`src/rtl/neurorisc_mem_pkg.sv`:
```
`default_nettype none
// ============================================================================
//  Module      : neurorisc_mem_pkg
//  Description : Shared definitions for the core-to-memory arbitration path.
//                Provides the default bus widths, the arbiter state encoding
//                and a small request-eligibility helper.
//  Contents    : c_DEF_ADDR_W  default address width
//                c_DEF_DATA_W  default data width
//                arb_state_t   ARB_IDLE / ARB_FETCH / ARB_DATA (2-bit)
//                req_eligible  request is live and not completing this cycle
//  Revision    : 1.0  initial release
// ============================================================================
package neurorisc_mem_pkg;

    localparam int unsigned c_DEF_ADDR_W = 32;
    localparam int unsigned c_DEF_DATA_W = 32;

    typedef enum logic [1:0] {
        ARB_IDLE  = 2'd0,
        ARB_FETCH = 2'd1,
        ARB_DATA  = 2'd2
    } arb_state_t;

    // A requester holds req high until it sees its done pulse, so during the
    // done cycle its req is stale and must not win a new grant.
    function automatic logic req_eligible(input logic req, input logic done);
        return req & ~done;
    endfunction

endpackage
`default_nettype wire

```
`src/rtl/mem_timeout_ctr.sv`:
```
`default_nettype none
// ============================================================================
//  Module      : mem_timeout_ctr
//  Description : Bus-transaction watchdog. Counts enabled cycles since the
//                last load and raises tc on the TIMEOUT-th enabled cycle, so
//                an owner that aborts on tc holds the bus for exactly TIMEOUT
//                cycles. TIMEOUT = 0 disables tc entirely.
//  Ports       : clk     in   clock, rising edge
//                rst_n   in   asynchronous active-low reset
//                load    in   restart the count (transaction granted)
//                enable  in   count this cycle (transaction outstanding)
//                tc      out  terminal count reached this cycle
//  Revision    : 1.0  initial release
// ============================================================================
module mem_timeout_ctr #(
    parameter int unsigned TIMEOUT = 255
) (
    input  logic clk,
    input  logic rst_n,
    input  logic load,
    input  logic enable,
    output logic tc
);

    // The count only needs to reach TIMEOUT-1.
    localparam int unsigned c_CNT_W = (TIMEOUT > 1) ? $clog2(TIMEOUT) : 1;
    localparam logic [c_CNT_W-1:0] c_LAST =
        c_CNT_W'((TIMEOUT == 0) ? 0 : (TIMEOUT - 1));
    localparam logic c_ENABLED = (TIMEOUT != 0);

    logic [c_CNT_W-1:0] r_cnt;

    always_ff @(posedge clk or negedge rst_n) begin
        if (!rst_n) begin
            r_cnt <= '0;
        end else if (load) begin
            r_cnt <= '0;
        end else if (enable) begin
            // Wrap is harmless: the owner leaves the counting state on tc.
            r_cnt <= r_cnt + c_CNT_W'(1);
        end
    end

    assign tc = c_ENABLED & enable & (r_cnt == c_LAST);

endmodule
`default_nettype wire

```
`src/rtl/mem_port_arbiter.sv`:
```
`default_nettype none
// ============================================================================
//  Module      : mem_port_arbiter
//  Description : Shares one single-ported memory bus between the instruction
//                fetch port and the load/store port. A granted transaction
//                owns the bus until mem_ready (or a timeout abort). Data wins
//                ties, except that fetch is forced after STARVE_MAX data grants
//                made while a fetch was waiting. mem_wait stalls the control
//                FSM while any transaction is pending or outstanding.
//  Ports       : clk, reset_in_n           clock / async active-low reset
//                if_req/if_addr            fetch request in
//                if_rdata/if_done          fetch result out (done = 1 cycle)
//                d_req/d_we/d_addr/
//                d_wdata/d_wstrb           load/store request in
//                d_rdata/d_done            load result out (done = 1 cycle)
//                mem_req/mem_we/mem_addr/
//                mem_wdata/mem_wstrb       registered bus request out
//                mem_ready/mem_rdata       bus response in
//                mem_wait                  combinational stall out
//                bus_err                   sticky timeout flag out
//  Revision    : 1.0  initial release
// ============================================================================
module mem_port_arbiter
    import neurorisc_mem_pkg::*;
#(
    parameter int unsigned ADDR_W     = c_DEF_ADDR_W,
    parameter int unsigned DATA_W     = c_DEF_DATA_W,
    parameter int unsigned TIMEOUT    = 255,
    parameter int unsigned STARVE_MAX = 4
) (
    input  logic                clk,
    input  logic                reset_in_n,
    // instruction fetch port
    input  logic                if_req,
    input  logic [ADDR_W-1:0]   if_addr,
    output logic [DATA_W-1:0]   if_rdata,
    output logic                if_done,
    // load/store port
    input  logic                d_req,
    input  logic                d_we,
    input  logic [ADDR_W-1:0]   d_addr,
    input  logic [DATA_W-1:0]   d_wdata,
    input  logic [DATA_W/8-1:0] d_wstrb,
    output logic [DATA_W-1:0]   d_rdata,
    output logic                d_done,
    // memory bus
    output logic                mem_req,
    output logic                mem_we,
    output logic [ADDR_W-1:0]   mem_addr,
    output logic [DATA_W-1:0]   mem_wdata,
    output logic [DATA_W/8-1:0] mem_wstrb,
    input  logic                mem_ready,
    input  logic [DATA_W-1:0]   mem_rdata,
    // control
    output logic                mem_wait,
    output logic                bus_err
);

    localparam int unsigned c_STRB_W   = DATA_W / 8;
    localparam int unsigned c_STARVE_W =
        (STARVE_MAX > 0) ? $clog2(STARVE_MAX + 1) : 1;
    localparam logic [c_STARVE_W-1:0] c_STARVE_LIM = c_STARVE_W'(STARVE_MAX);

    arb_state_t             r_state;
    arb_state_t             w_state_nxt;
    logic [c_STARVE_W-1:0]  r_starve;

    logic w_if_elig;
    logic w_d_elig;
    logic w_force_fetch;
    logic w_grant_fetch;
    logic w_grant_data;
    logic w_complete;
    logic w_abort;
    logic w_finish;
    logic w_busy;
    logic w_timeout;

    assign w_if_elig     = req_eligible(if_req, if_done);
    assign w_d_elig      = req_eligible(d_req, d_done);
    assign w_force_fetch = w_if_elig & (r_starve == c_STARVE_LIM);
    assign w_busy        = (r_state != ARB_IDLE);
    assign w_finish      = w_complete | w_abort;

    assign mem_wait = w_busy | (if_req & ~if_done) | (d_req & ~d_done);

    // ------------------------------------------------------------------
    // Transaction watchdog: restarted on every grant, counts while busy.
    // ------------------------------------------------------------------
    mem_timeout_ctr #(
        .TIMEOUT (TIMEOUT)
    ) u_timeout (
        .clk    (clk),
        .rst_n  (reset_in_n),
        .load   (w_grant_fetch | w_grant_data),
        .enable (w_busy),
        .tc     (w_timeout)
    );

    // ------------------------------------------------------------------
    // State register
    // ------------------------------------------------------------------
    always_ff @(posedge clk or negedge reset_in_n) begin
        if (!reset_in_n) begin
            r_state <= ARB_IDLE;
        end else begin
            r_state <= w_state_nxt;
        end
    end

    // ------------------------------------------------------------------
    // Next state and grant/finish decode
    // ------------------------------------------------------------------
    always_comb begin
        w_state_nxt   = r_state;
        w_grant_fetch = 1'b0;
        w_grant_data  = 1'b0;
        w_complete    = 1'b0;
        w_abort       = 1'b0;
        case (r_state)
            ARB_IDLE: begin
                if (w_d_elig && !w_force_fetch) begin
                    w_grant_data = 1'b1;
                    w_state_nxt  = ARB_DATA;
                end else if (w_if_elig) begin
                    w_grant_fetch = 1'b1;
                    w_state_nxt   = ARB_FETCH;
                end
            end
            ARB_FETCH, ARB_DATA: begin
                // A response on the terminal-count edge is a normal completion.
                if (mem_ready) begin
                    w_complete  = 1'b1;
                    w_state_nxt = ARB_IDLE;
                end else if (w_timeout) begin
                    w_abort     = 1'b1;
                    w_state_nxt = ARB_IDLE;
                end
            end
            default: begin
                w_state_nxt = ARB_IDLE;
            end
        endcase
    end

    // ------------------------------------------------------------------
    // Bus request fields, latched once at grant and held while busy
    // ------------------------------------------------------------------
    always_ff @(posedge clk or negedge reset_in_n) begin
        if (!reset_in_n) begin
            mem_req   <= 1'b0;
            mem_we    <= 1'b0;
            mem_addr  <= '0;
            mem_wdata <= '0;
            mem_wstrb <= '0;
        end else begin
            mem_req <= (w_state_nxt != ARB_IDLE);
            if (w_grant_data) begin
                mem_we    <= d_we;
                mem_addr  <= d_addr;
                mem_wdata <= d_wdata;
                mem_wstrb <= d_we ? d_wstrb : {c_STRB_W{1'b0}};
            end else if (w_grant_fetch) begin
                mem_we    <= 1'b0;
                mem_addr  <= if_addr;
                mem_wdata <= '0;
                mem_wstrb <= '0;
            end
        end
    end

    // ------------------------------------------------------------------
    // Completion: done pulses, read data capture, sticky error
    // ------------------------------------------------------------------
    always_ff @(posedge clk or negedge reset_in_n) begin
        if (!reset_in_n) begin
            if_done  <= 1'b0;
            d_done   <= 1'b0;
            if_rdata <= '0;
            d_rdata  <= '0;
            bus_err  <= 1'b0;
        end else begin
            if_done <= w_finish & (r_state == ARB_FETCH);
            d_done  <= w_finish & (r_state == ARB_DATA);
            if (w_finish && (r_state == ARB_FETCH)) begin
                if_rdata <= w_complete ? mem_rdata : '0;
            end
            // Stores never touch the load result register.
            if (w_finish && (r_state == ARB_DATA) && !mem_we) begin
                d_rdata <= w_complete ? mem_rdata : '0;
            end
            if (w_abort) begin
                bus_err <= 1'b1;
            end
        end
    end

    // ------------------------------------------------------------------
    // Starvation counter: data grants made while a fetch is waiting
    // ------------------------------------------------------------------
    always_ff @(posedge clk or negedge reset_in_n) begin
        if (!reset_in_n) begin
            r_starve <= '0;
        end else if (w_grant_fetch) begin
            r_starve <= '0;
        end else if (w_grant_data && if_req && (r_starve != c_STARVE_LIM)) begin
            r_starve <= r_starve + c_STARVE_W'(1);
        end
    end

endmodule
`default_nettype wire

```
`config.mk`:
```
export PLATFORM = sky130hd
export DESIGN_NAME = mem_port_arbiter
export DESIGN_NICKNAME = d
export VERILOG_FILES = /design/src/rtl/neurorisc_mem_pkg.sv /design/src/rtl/mem_timeout_ctr.sv /design/src/rtl/mem_port_arbiter.sv
export SDC_FILE = /design/constraint.sdc
export NUM_CORES = 1
export LEC_CHECK = 0
export CAP_MARGIN = 25
export CORE_ASPECT_RATIO = 0.8
export CORE_MARGIN = 2
export CORE_UTILIZATION = 35
export CTS_CLUSTER_DIAMETER = 200
export DETAILED_ROUTE_END_ITERATION = 12
export GPL_TIMING_DRIVEN = 0
export PLACE_DENSITY = 0.71
export SLEW_MARGIN = 40
export SYNTH_ARGS = -nofsm -noshare
export SYNTH_HDL_FRONTEND = slang
export SYNTH_SLANG_ARGS = --single-unit
```
`constraint.sdc`:
```
create_clock -name clk -period 3.15 [get_ports clk]
set_input_delay 0.4725 -clock clk [delete_from_list [all_inputs] [get_ports clk]]
set_output_delay 0.4725 -clock clk [all_outputs]
set_load 0.05 [all_outputs]
```
Word level (Yosys, flattened, before mapping):

Cells that the tools add are included.
Widths: inputs -> output; s select.

* add/subtract/negate cells: 2
* eq/ne operators: 5
* multiplexer cells: 29
* bitwise gates (word level): 12
* reductions and logical operators: 15

Operators with widths (number)
* $mux 32: 5
* $mux 8: 2
* $mux 1: 12
* $mux 4: 3
* $reduce_bool 2->1: 5
* $add 8x1->8 const B: 1
* $eq 8x8->1 const B: 1
* $mux 2: 4
* $and 1x1->1: 6
* $logic_and 1x1->1: 6
* $mux 3: 2
* $or 1x1->1: 4
* $pmux 2 s2: 1
* $add 3x1->3 const B: 1
* $eq 3x3->1 const B: 1
* $ne 3x3->1 const B: 1
* $eq 2x1->1 const B: 1
* $eq 2x2->1 const B: 1
* $logic_not 1->1: 2
* $logic_not 2->1: 1
* $not 1->1: 2
* $reduce_or 2->1: 1

* flip-flop bits (word level): 150
* input port bits: 138

Longest topological paths before layout:

Gate-level depths: netlist of run 1.

* word-level depth: 11
* mapped depth: 8

By module:

From an unflattened synthesis of run 1, not the netlist that was laid out.

* cells, all modules: 494
* area total of the unflattened synthesis: 6371.1 um^2

By module, submodules not included
* mem_port_arbiter: instances 1, cells an instance 453, area an instance 5959.5 um^2, sequential area each 3553.4 um^2
* mem_timeout_ctr: instances 1, cells an instance 41, area an instance 411.6 um^2, sequential area each 200.2 um^2

Worst setup path after synthesis of run 1:

No wires, ideal clock.

* path type: reg2out
* start point: reg d_done
* end point: out mem_wait
* data arrival time: 1525 ps
* data required time: 2677 ps
* slack: 1152 ps
* cell stages (with the launch flop): 5
* buffers on the path: 1
* path through: dfrtp_1 -> nand2b_1 -> and3_1 -> clkbuf_1 -> inv_1

* word-level cells in the longest chain between the ends: 3

Ends and longest elaborated chain
* start, declared: line mem_port_arbiter.sv:45 `output logic d_done,`
* start signal, assigned: line mem_port_arbiter.sv:184 `d_done <= w_finish & (r_state == ARB_DATA);`
* $not 1->1: line mem_port_arbiter.sv:85 `assign mem_wait = w_busy | (if_req & ~if_done) | (d_req & ~d_done);`
* $and 1x1->1: line mem_port_arbiter.sv:85
* $or 1x1->1: line mem_port_arbiter.sv:85
* end, declared: line mem_port_arbiter.sv:55 `output logic mem_wait,`

Every way passes these cells.

Final worst setup path of run 1:

* start point: reg r_state[1]
* end point: out mem_wait

* word-level cells in the longest chain between the ends: 3

Ends and longest elaborated chain
* start, declared: line mem_port_arbiter.sv:64 `arb_state_t r_state;`
* start signal, assigned: line mem_port_arbiter.sv:107 `r_state <= w_state_nxt;`
* $reduce_bool 2->1: line mem_port_arbiter.sv:82 `assign w_busy = (r_state != ARB_IDLE);`
* $or 1x1->1 (2 in series): line mem_port_arbiter.sv:85

Every way passes these cells.

==> metrics.cfg, run 1 <==
[run_status]
status = finished clean

[floorplan]
die_width_um = 150.3
num_rows = 42
core_area_um2 = 16660
initial_core_util_pct = 35.98
die-area_um2 = 18190
ios = 276
die_h_um = 121.0

[clocking]
cts_made_buffers = 17
cts_tree = built
cts_root_buf = clkbuf_16
post-cts-setup-buffers = 0
path_clk_slew_ns = 0.06
clock_latency_ns = 0.41
clock_sinks = 150
clockBufferDepth = 2
h-tree-depth = 4

[yosys]
syn_nets = 645
yosysUniqueCellTypes = 39
syn_inst = 499
syn_area_um2 = 5993
synth-seq-cells = 150
synth_edf_count = 0
ys_seq_area_share_pct = 62.63
async_reset_ff_share_pct = 100.0
synth_ff_type = dfrtp_1
avgSynthCellArea_um2 = 12.01
yosys_warnings = 0

[worst_setup_path]
r2r_cells = 8
worst-endpoint-required_ns = 2.68
crit_path_end_kind = output pin
rrSetupSlack_ns = 1.04
timing.rr.end = if_rdata[12]
critPathMaxFanout = 9
crit_end = mem_wait
r2r-start = r_state[0]
arrival_ns = 2.25
cp-startpoint = r_state[1]
critPathKind = reg2out
start_kind = flip-flop

[timing]
fin_crit_sh_pct = 86.30
slew_headroom_pct = 54.00
tightestPinTransition_ns = 0.6804
period_minus_slack_ns = 2.718
fin_skew_ns = 0.009404
setup_violations = 0
worst_slack_ns = 0.4317
hold_viol_final = 0
drv_slew = 0
rsz0062_at_grt = no
fmax_mhz = 367.9
tns_ns = 0

[grt]
met3_usage_pct = 6.278
grt_pass1_vias = 5528
antenna_found_initial = 0
grt_overflow = 0
grtUsageMet2_pct = 33.13
grt_util_met1_pct = 25.88
grt.busiest_layer = met2
grtUsageTotal_pct = 20.19
grt_start_max_net_pins = 68
grt_pass1_wl_um = 28680

[placement]
dp.final_hpwl_um = 13440
place_ws_ns = 0.2299
place_inst = 996
dpl_cell_area_um2 = 9074
routabilityCongestion = 0.7741
io_buffers = 275

[final_layout]
drive_above_1_share_pct = 7.540
layout_common_cells = 273 x clkdlybuf4s50_1, 150 x dfrtp_1, 97 x a22o_1
final_util_pct = 58.00
layout.nets = 942
antenna_cells = 0
synthToLayoutAreaGrowth_pct = 61.21
mostFrequentLayoutCell = clkdlybuf4s50_1
fillCellCount = 1379
final_area_um2 = 9662
layout.cells.non_filler = 1029

[route]
drc = 0
ant_nets = 0
dr.pass1.iters = 4
routed_wl_um = 18230
vias = 5192
vias_per_cell = 5.046
drt-wirelength-per-cell_um = 17.71
drt_iter0_drc = 260

[pwr]
ir_worst_vdd_mv = 0.7575
cellPowerDensity_nw_per_um2 = 1205
power.leakage_nw = 4.228

[job]
drv_cap = 0

[hold_path]
hp-class = reg2reg

[worst min path at each step]
| stage | start | to | slack (ns) | cells after the start |
|---|---|---|---|---|
| after floorplan | reset_in_n | bus_err | 0.18 | 0 |
| after global placement | bus_err | bus_err | 0.46 | 1 |
| after detailed placement | reset_in_n | mem_wdata[20] | 0.37 | 1 |
| after CTS | bus_err | bus_err | 0.48 | 1 |
| after global routing | bus_err | bus_err | 0.49 | 1 |
| final | bus_err | bus_err | 0.48 | 1 |
[synth_stat cells (2+ instances only)]
cell,number,area share (%)
o21ai_0,7,0.58
nand4_1,2,0.21
nand2_1,42,2.6
ha_1,8,1.7
nor2_1,35,2.2
a31oi_1,3,0.31
nor2b_1,3,0.31
inv_1,8,0.50
buf_6,8,1.5
xnor2_1,3,0.44
a32o_1,4,0.67
nand2b_1,2,0.21
o21ai_2,3,0.44
nand3_1,5,0.42
xor2_1,3,0.44
and3_1,4,0.42
a22o_1,97,14
dfrtp_1,150,63
and2_1,2,0.21
clkbuf_1,16,1.0
buf_2,13,1.1
a21oi_1,64,5.3
[flip-flops by register name (all words and copies together) (netlist names)]
register / count
bus_err: 1
d_done: 1
d_rdata: 32
if_done: 1
if_rdata: 32
mem_addr: 32
mem_req: 1
mem_wdata: 32
mem_we: 1
mem_wstrb: 4
r_starve: 3
r_state: 2
u_timeout.r_cnt: 8
[kinds of logic (layout without fill, tap and decap cells)]
| kind of cell | after synthesis | after routing | share of synthesized area [%] |
|---|---|---|---|
| AO/OA/AOI/OAI | 189 | 189 | 23.28 |
| flip-flops | 150 | 150 | 62.63 |
| AND/OR/NAND/NOR | 100 | 100 | 7.286 |
| buffers and inverters | 45 | 355 | 4.092 |
| adder cells (fa/ha/maj) | 8 | 8 | 1.670 |
| XOR/XNOR | 6 | 6 | 0.8770 |
| multiplexers | 1 | 1 | 0.1670 |
[per-stage QoR]
step / power, mW / hold WS [ns]
2_1_floorplan: 7.370 / 0.1769
3_3_place_gp: 9.578 / 0.4606
3_5_place_dp: 9.708 / 0.3692
4_1_cts: 11.74 / 0.4833
5_1_grt: 12.21 / 0.4897
6_report: 11.64 / 0.4783
[timing repair]
item,CTS,global route
endpoints found under the setup margin,0,1
hold endpoints to repair,42,0
hold buffers,1,0
resized for setup,0,1
[metal layers]
metal,vias up,routed length (um)
met5,-,0
met4,0,280
met3,26,1287
met2,191,8874
met1,2564,7786
li1,2411,-
[where the power goes]
part,switching (mW),internal (mW)
combinational,4.16,2.26
sequential,0.508,2.74
clock,0.781,1.19
[layout make-up]
| type | count | area [um^2] | area share (%) |
|---|---|---|---|
| tap | 220 | 275.3 | 2.849 |
| clock inverter | 12 | 128.9 | 1.334 |
| multi-input combinational | 304 | 1994 | 20.64 |
| buffer | 37 | 215.2 | 2.227 |
| inverter | 8 | 30.03 | 0.3108 |
| clock buffer | 20 | 446.7 | 4.623 |
| sequential | 150 | 3754 | 38.85 |
| timing repair buffer | 278 | 2818 | 29.16 |
[critical path, stage by stage, from the launching register on]
cell and delay, ns:
dfrtp_1 0.42, inv_1 0.13, ha_1 0.16, buf_2 0.18, and3_1 0.17, clkbuf_1 0.35, inv_1 0.09, dlymetal6s2s_1 0.34
(Power assumes the default switching activity.)
==> run 2: changes to the inputs <==
--- a/config.mk
+++ b/config.mk
@@ -13,7 +13,6 @@
 export DETAILED_ROUTE_END_ITERATION = 12
 export GPL_TIMING_DRIVEN = 0
 export PLACE_DENSITY = 0.71
-export SLEW_MARGIN = 40
 export SYNTH_ARGS = -nofsm -noshare
 export SYNTH_HDL_FRONTEND = slang
 export SYNTH_SLANG_ARGS = --single-unit
==> metrics.cfg, run 2 (synthesis results as in run 1) <==
[grt]
grt_pass1_wl_um = 28860
grtUsageTotal_pct = 20.38
grt_overflow = 0
grt_pass1_vias = 5522
grt_start_max_net_pins = 100
antenna_found_initial = 0

[floorplan]
ios = 276
die-area_um2 = 18190
die_h_um = 121.0
die_width_um = 150.3
core_area_um2 = 16660
initial_core_util_pct = 35.98
num_rows = 42

[clocking]
cts_root_buf = clkbuf_16
clockBufferDepth = 2
cts_tree = built
post-cts-setup-buffers = 0
h-tree-depth = 4
path_clk_slew_ns = 0.06
clock_sinks = 150
cts_made_buffers = 17
clock_latency_ns = 0.41

[timing]
rsz0062_at_grt = no
slew_headroom_pct = 55.64
fin_crit_sh_pct = 85.96
fin_skew_ns = 0.008373
tns_ns = 0
drv_slew = 0
fmax_mhz = 369.3
period_minus_slack_ns = 2.708
fin_hold_ws_ns = 0.4751
worst_slack_ns = 0.4421
hold_viol_final = 0
setup_violations = 0
tightestPinTransition_ns = 0.6562

[worst_setup_path]
start_kind = flip-flop
worst-endpoint-required_ns = 2.68
critPathMaxFanout = 9
critPathKind = reg2out
crit_path_end_kind = output pin
arrival_ns = 2.24

[final_layout]
fillCellCount = 1386
multi_input_area_um2 = 1994
final_util_pct = 58.03
layout.cells.non_filler = 1028
mostFrequentLayoutCell = clkdlybuf4s50_1
antenna_cells = 0
layout.nets = 941
synthToLayoutAreaGrowth_pct = 61.29
layout_common_cells = 273 x clkdlybuf4s50_1, 150 x dfrtp_1, 97 x a22o_1
drive_above_1_share_pct = 7.673
final_area_um2 = 9667
seq_area_um2 = 3754

[pwr]
p_total_mw = 11.74
cellPowerDensity_nw_per_um2 = 1215
ir_worst_vdd_mv = 0.7343
power.leakage_nw = 4.232

[placement]
dp.final_hpwl_um = 13200
place_ws_ns = 0.2300
io_buffers = 275
routabilityCongestion = 0.7741
place_inst = 995
dpl_cell_area_um2 = 9050

[route]
ant_nets = 0
vias = 5177
routed_wl_um = 18250
dr.pass1.iters = 4
drc = 0
vias_per_cell = 5.036
drt_iter0_drc = 248
drt-wirelength-per-cell_um = 17.75

[hold_path]
hp-class = reg2reg

[job]
drv_cap = 0

[run_status]
status = finished clean

run 2: changes by cell type in the layout (fill, tap and decap cells not counted):
cell       change
inv_8          +1
buf_12         -1
buf_6          +1
bufinv_16      +1
inv_6          +1
clkbuf_8       -1
clkbuf_1       -2
buf_8          -1
run 2: worst paths after layout:
check	from	end	slack, ns	cells past startpoint
max	r_state[1]	mem_wait	0.44	7
min	bus_err	bus_err	0.48	1
max reg2reg	r_state[1]	mem_addr[26]	1.03	7
min reg2reg	bus_err	bus_err	0.48	1
max in group asynchronous	reset_in_n	bus_err	1.72	3
min in group asynchronous	reset_in_n	mem_wdata[20]	0.57	2
run 2: final cells by class:
type | count | area share, %
sequential | 150 | 38.83
timing repair buffer | 277 | 28.90
multi-input combinational | 304 | 20.63
clock buffer | 17 | 4.401
tap | 220 | 2.848
buffer | 37 | 2.226
clock inverter | 15 | 1.851
inverter | 8 | 0.3106
run 2: where the power goes:
group          switching, mW  internal [mW]
registers              0.498           2.74
clock network          0.818           1.25
logic                   4.17           2.26
run 2: critical path: stages (launching register included):
cell	delay, ns
dfrtp_1	0.42
inv_1	0.12
ha_1	0.15
buf_2	0.19
and3_1	0.17
clkbuf_1	0.36
inv_1	0.08
dlymetal6s2s_1	0.33
run 2: repair_timing:
action,4_1_cts,5_1_grt
hold buffers,1,0
endpoints found under the hold margin,7,0
gates resized for setup,0,1
endpoints found under the setup margin,0,1
run 2: layer usage:
metal | vias up | wire length, um | share of wire (%) | GRT usage, %
li1 | 2408 | - | - | -
met1 | 2549 | 7813 | 43 | 26.16
met2 | 199 | 8849 | 49 | 33.30
met3 | 21 | 1328 | 7.3 | 6.203
met4 | 0 | 255 | 1.4 | 5.955
met5 | - | 0 | 0 | 0
==> edit, RTL diff (flow settings as in run 2) <==
Change the package constant `c_DEF_DATA_W` from 32 to 16.
--- a/src/rtl/neurorisc_mem_pkg.sv
+++ b/src/rtl/neurorisc_mem_pkg.sv
@@ -14,5 +14,5 @@
 
     localparam int unsigned c_DEF_ADDR_W = 32;
-    localparam int unsigned c_DEF_DATA_W = 32;
+    localparam int unsigned c_DEF_DATA_W = 16;
 
     typedef enum logic [1:0] {
Interface: changed (7 resized); port bits go from 276 to 192. No check against the original RTL was run, so the function may have changed too.
==> edit against run 2 <==
  * Design area down 32%
  * Sequential share of layout area down 0.96 points
  * Global-route usage down 0.61 points
  * Worst setup slack better by 0.14 ns
  * Register-to-register slack better by 0.03 ns
  * Total power down 33%
  * Sequential power down 31%
  * Maximum frequency up 5.3%
  * Synthesized area down 30%
  * Clock skew down 0.0025 ns
  * Wire length down 31%
  * Sequential cell count down 50
  * Critical endpoint unchanged
  * Highest routed layer unchanged
==> edit: results (changes against run 2) <==
metric,value,unit,change
status,completed,,
fin_skew,0.005901,ns,-0.002471 ns
ff2ff_setup_slack,1.06,ns,+0.03 ns
htreeDepth,3,,-1
area.sequential,0.002502,mm^2,-33%
nets,702,,-25%
crit_start,r_state[0],,
rr_worst_depth,7,,unchanged
synth.top_cell.area_share,0.5924,,-0.03389
leakagePower,0.002861,uW,-32%
first_iter_violations,153,,-38%
synth_warnings,0,,unchanged
routed_wl,12.67,mm,-31%
n_fill_cell,990,,-29%
drive_above_1_share,0.06061,,-0.01613
cp.arrival,2.10,ns,-0.14 ns
place_congestion,0.7989,,+3.2%
grt_pass1_vias,3955,,-28%
clkTransAtPathRegs,0.06,ns,about the same
min_path_type,in -> async,,
rr_endpoint,mem_addr[11],,
slowest_stage,dlymetal6s2s_1,,
dp_cells,727,,-27%
cts_buffers,9,,-8
syn-num-nets,499,,-23%
path_max_fanout,9,,unchanged
track_usage,0.1977,,-0.006055
synthTopCellsByCount,"100 x dfrtp_1, 64 x a21oi_1, 49 x a22o_1",,
synthCells,387,,-22%
cts_resized,0,,unchanged
vias,3789,,-27%
crit_path_max_incr_delay,0.43,ns,
vias_per_cell,5.106,,+1.4%
cts.sinks,100,,-33%
buf_share,0.3115,,about the same
antenna_found_initial,0,,unchanged
multi_input_area,0.001573,mm^2,-21%
ys_types,40,,+2.6%
clock_buffer_count,11,,-6
largest_register_ffs,32,,
grt_pass1_wl,19.89,mm,-31%
seq_area_frac_synth,0.5924,,-0.03389
clock_area_frac,0.03920,,-0.02332
inverters,8,,unchanged
grt_max_degree,73,,-27%
hpwl,9.443,mm,-28%
ir_drop,0.6916,mV,-5.8%
clock_latency,0.35,ns,-0.06 ns
post_cts_buffers,0,,unchanged
multi_input_comb_cells,254,,-16%
nNonClkBuffers,217,,-31%
portBuffers,191,,-31%
worstMarginPinSlew,0.5973,ns,-0.05889 ns
ys_top_cells_by_area,"dfrtp_1 59%, a22o_1 10%, a21oi_1 7.6%, nand2_1 3.6%, nor2_1 3.2%",,
-- edit: cell families after synthesis --
logic type               synth area share
flip-flops                         0.5924
AND/OR/NAND/NOR                    0.1028
AO/OA/AOI/OAI                      0.2310
XOR/XNOR                          0.01244
multiplexers                     0.002370
buffers and inverters             0.03525
adder cells (fa/ha/maj)           0.02370
-- edit: through the flow --
stage	utilization	cell area, um^2	setup slack (ns)	hold slack [ns]	TNS (ns)
global placement	0.5426	6321	-2.206	0.4575	-219.86
finish	0.5672	6608	0.5776	0.05537	0
detailed placement	0.5448	6346	0.2680	0.4345	0
CTS	0.5670	6605	0.1648	0.06209	0
global route	0.5672	6608	0.3898	0.07401	0
floorplan	-	4224	1.152	0.1769	0
-- edit: worst min-delay path by stage --
| stage | from | end | slack, ns | cells after the start |
|---|---|---|---|---|
| floorplan | reset_in_n | bus_err | 0.18 | 0 |
| global placement | bus_err | bus_err | 0.46 | 1 |
| detailed placement | reset_in_n | d_rdata[2] | 0.43 | 1 |
| CTS | reset_in_n | if_rdata[0] | 0.06 | 1 |
| global route | reset_in_n | u_timeout.r_cnt[0] | 0.07 | 1 |
| finish | reset_in_n | if_rdata[0] | 0.06 | 1 |
-- edit: layer usage --
layer	wire length, um	global-route usage
met4	172	0.05748
met1	5311	0.2368
met2	6056	0.3280
met5	0	0
met3	1129	0.08691
-- edit: critical path: cells and delay by family (launching register included) --
family	cells	cell delay, ns
buffers and inverters	5	0.99
flip-flops	1	0.42
adder cells (fa/ha/maj)	1	0.20
AND/OR/NAND/NOR	1	0.15
-- edit: where the power goes --
part	total, uW	switching [uW]	internal [uW]
registers	2230	367	1870
clock network	996	464	532
logic	4650	3030	1620
total	7880	3870	4020
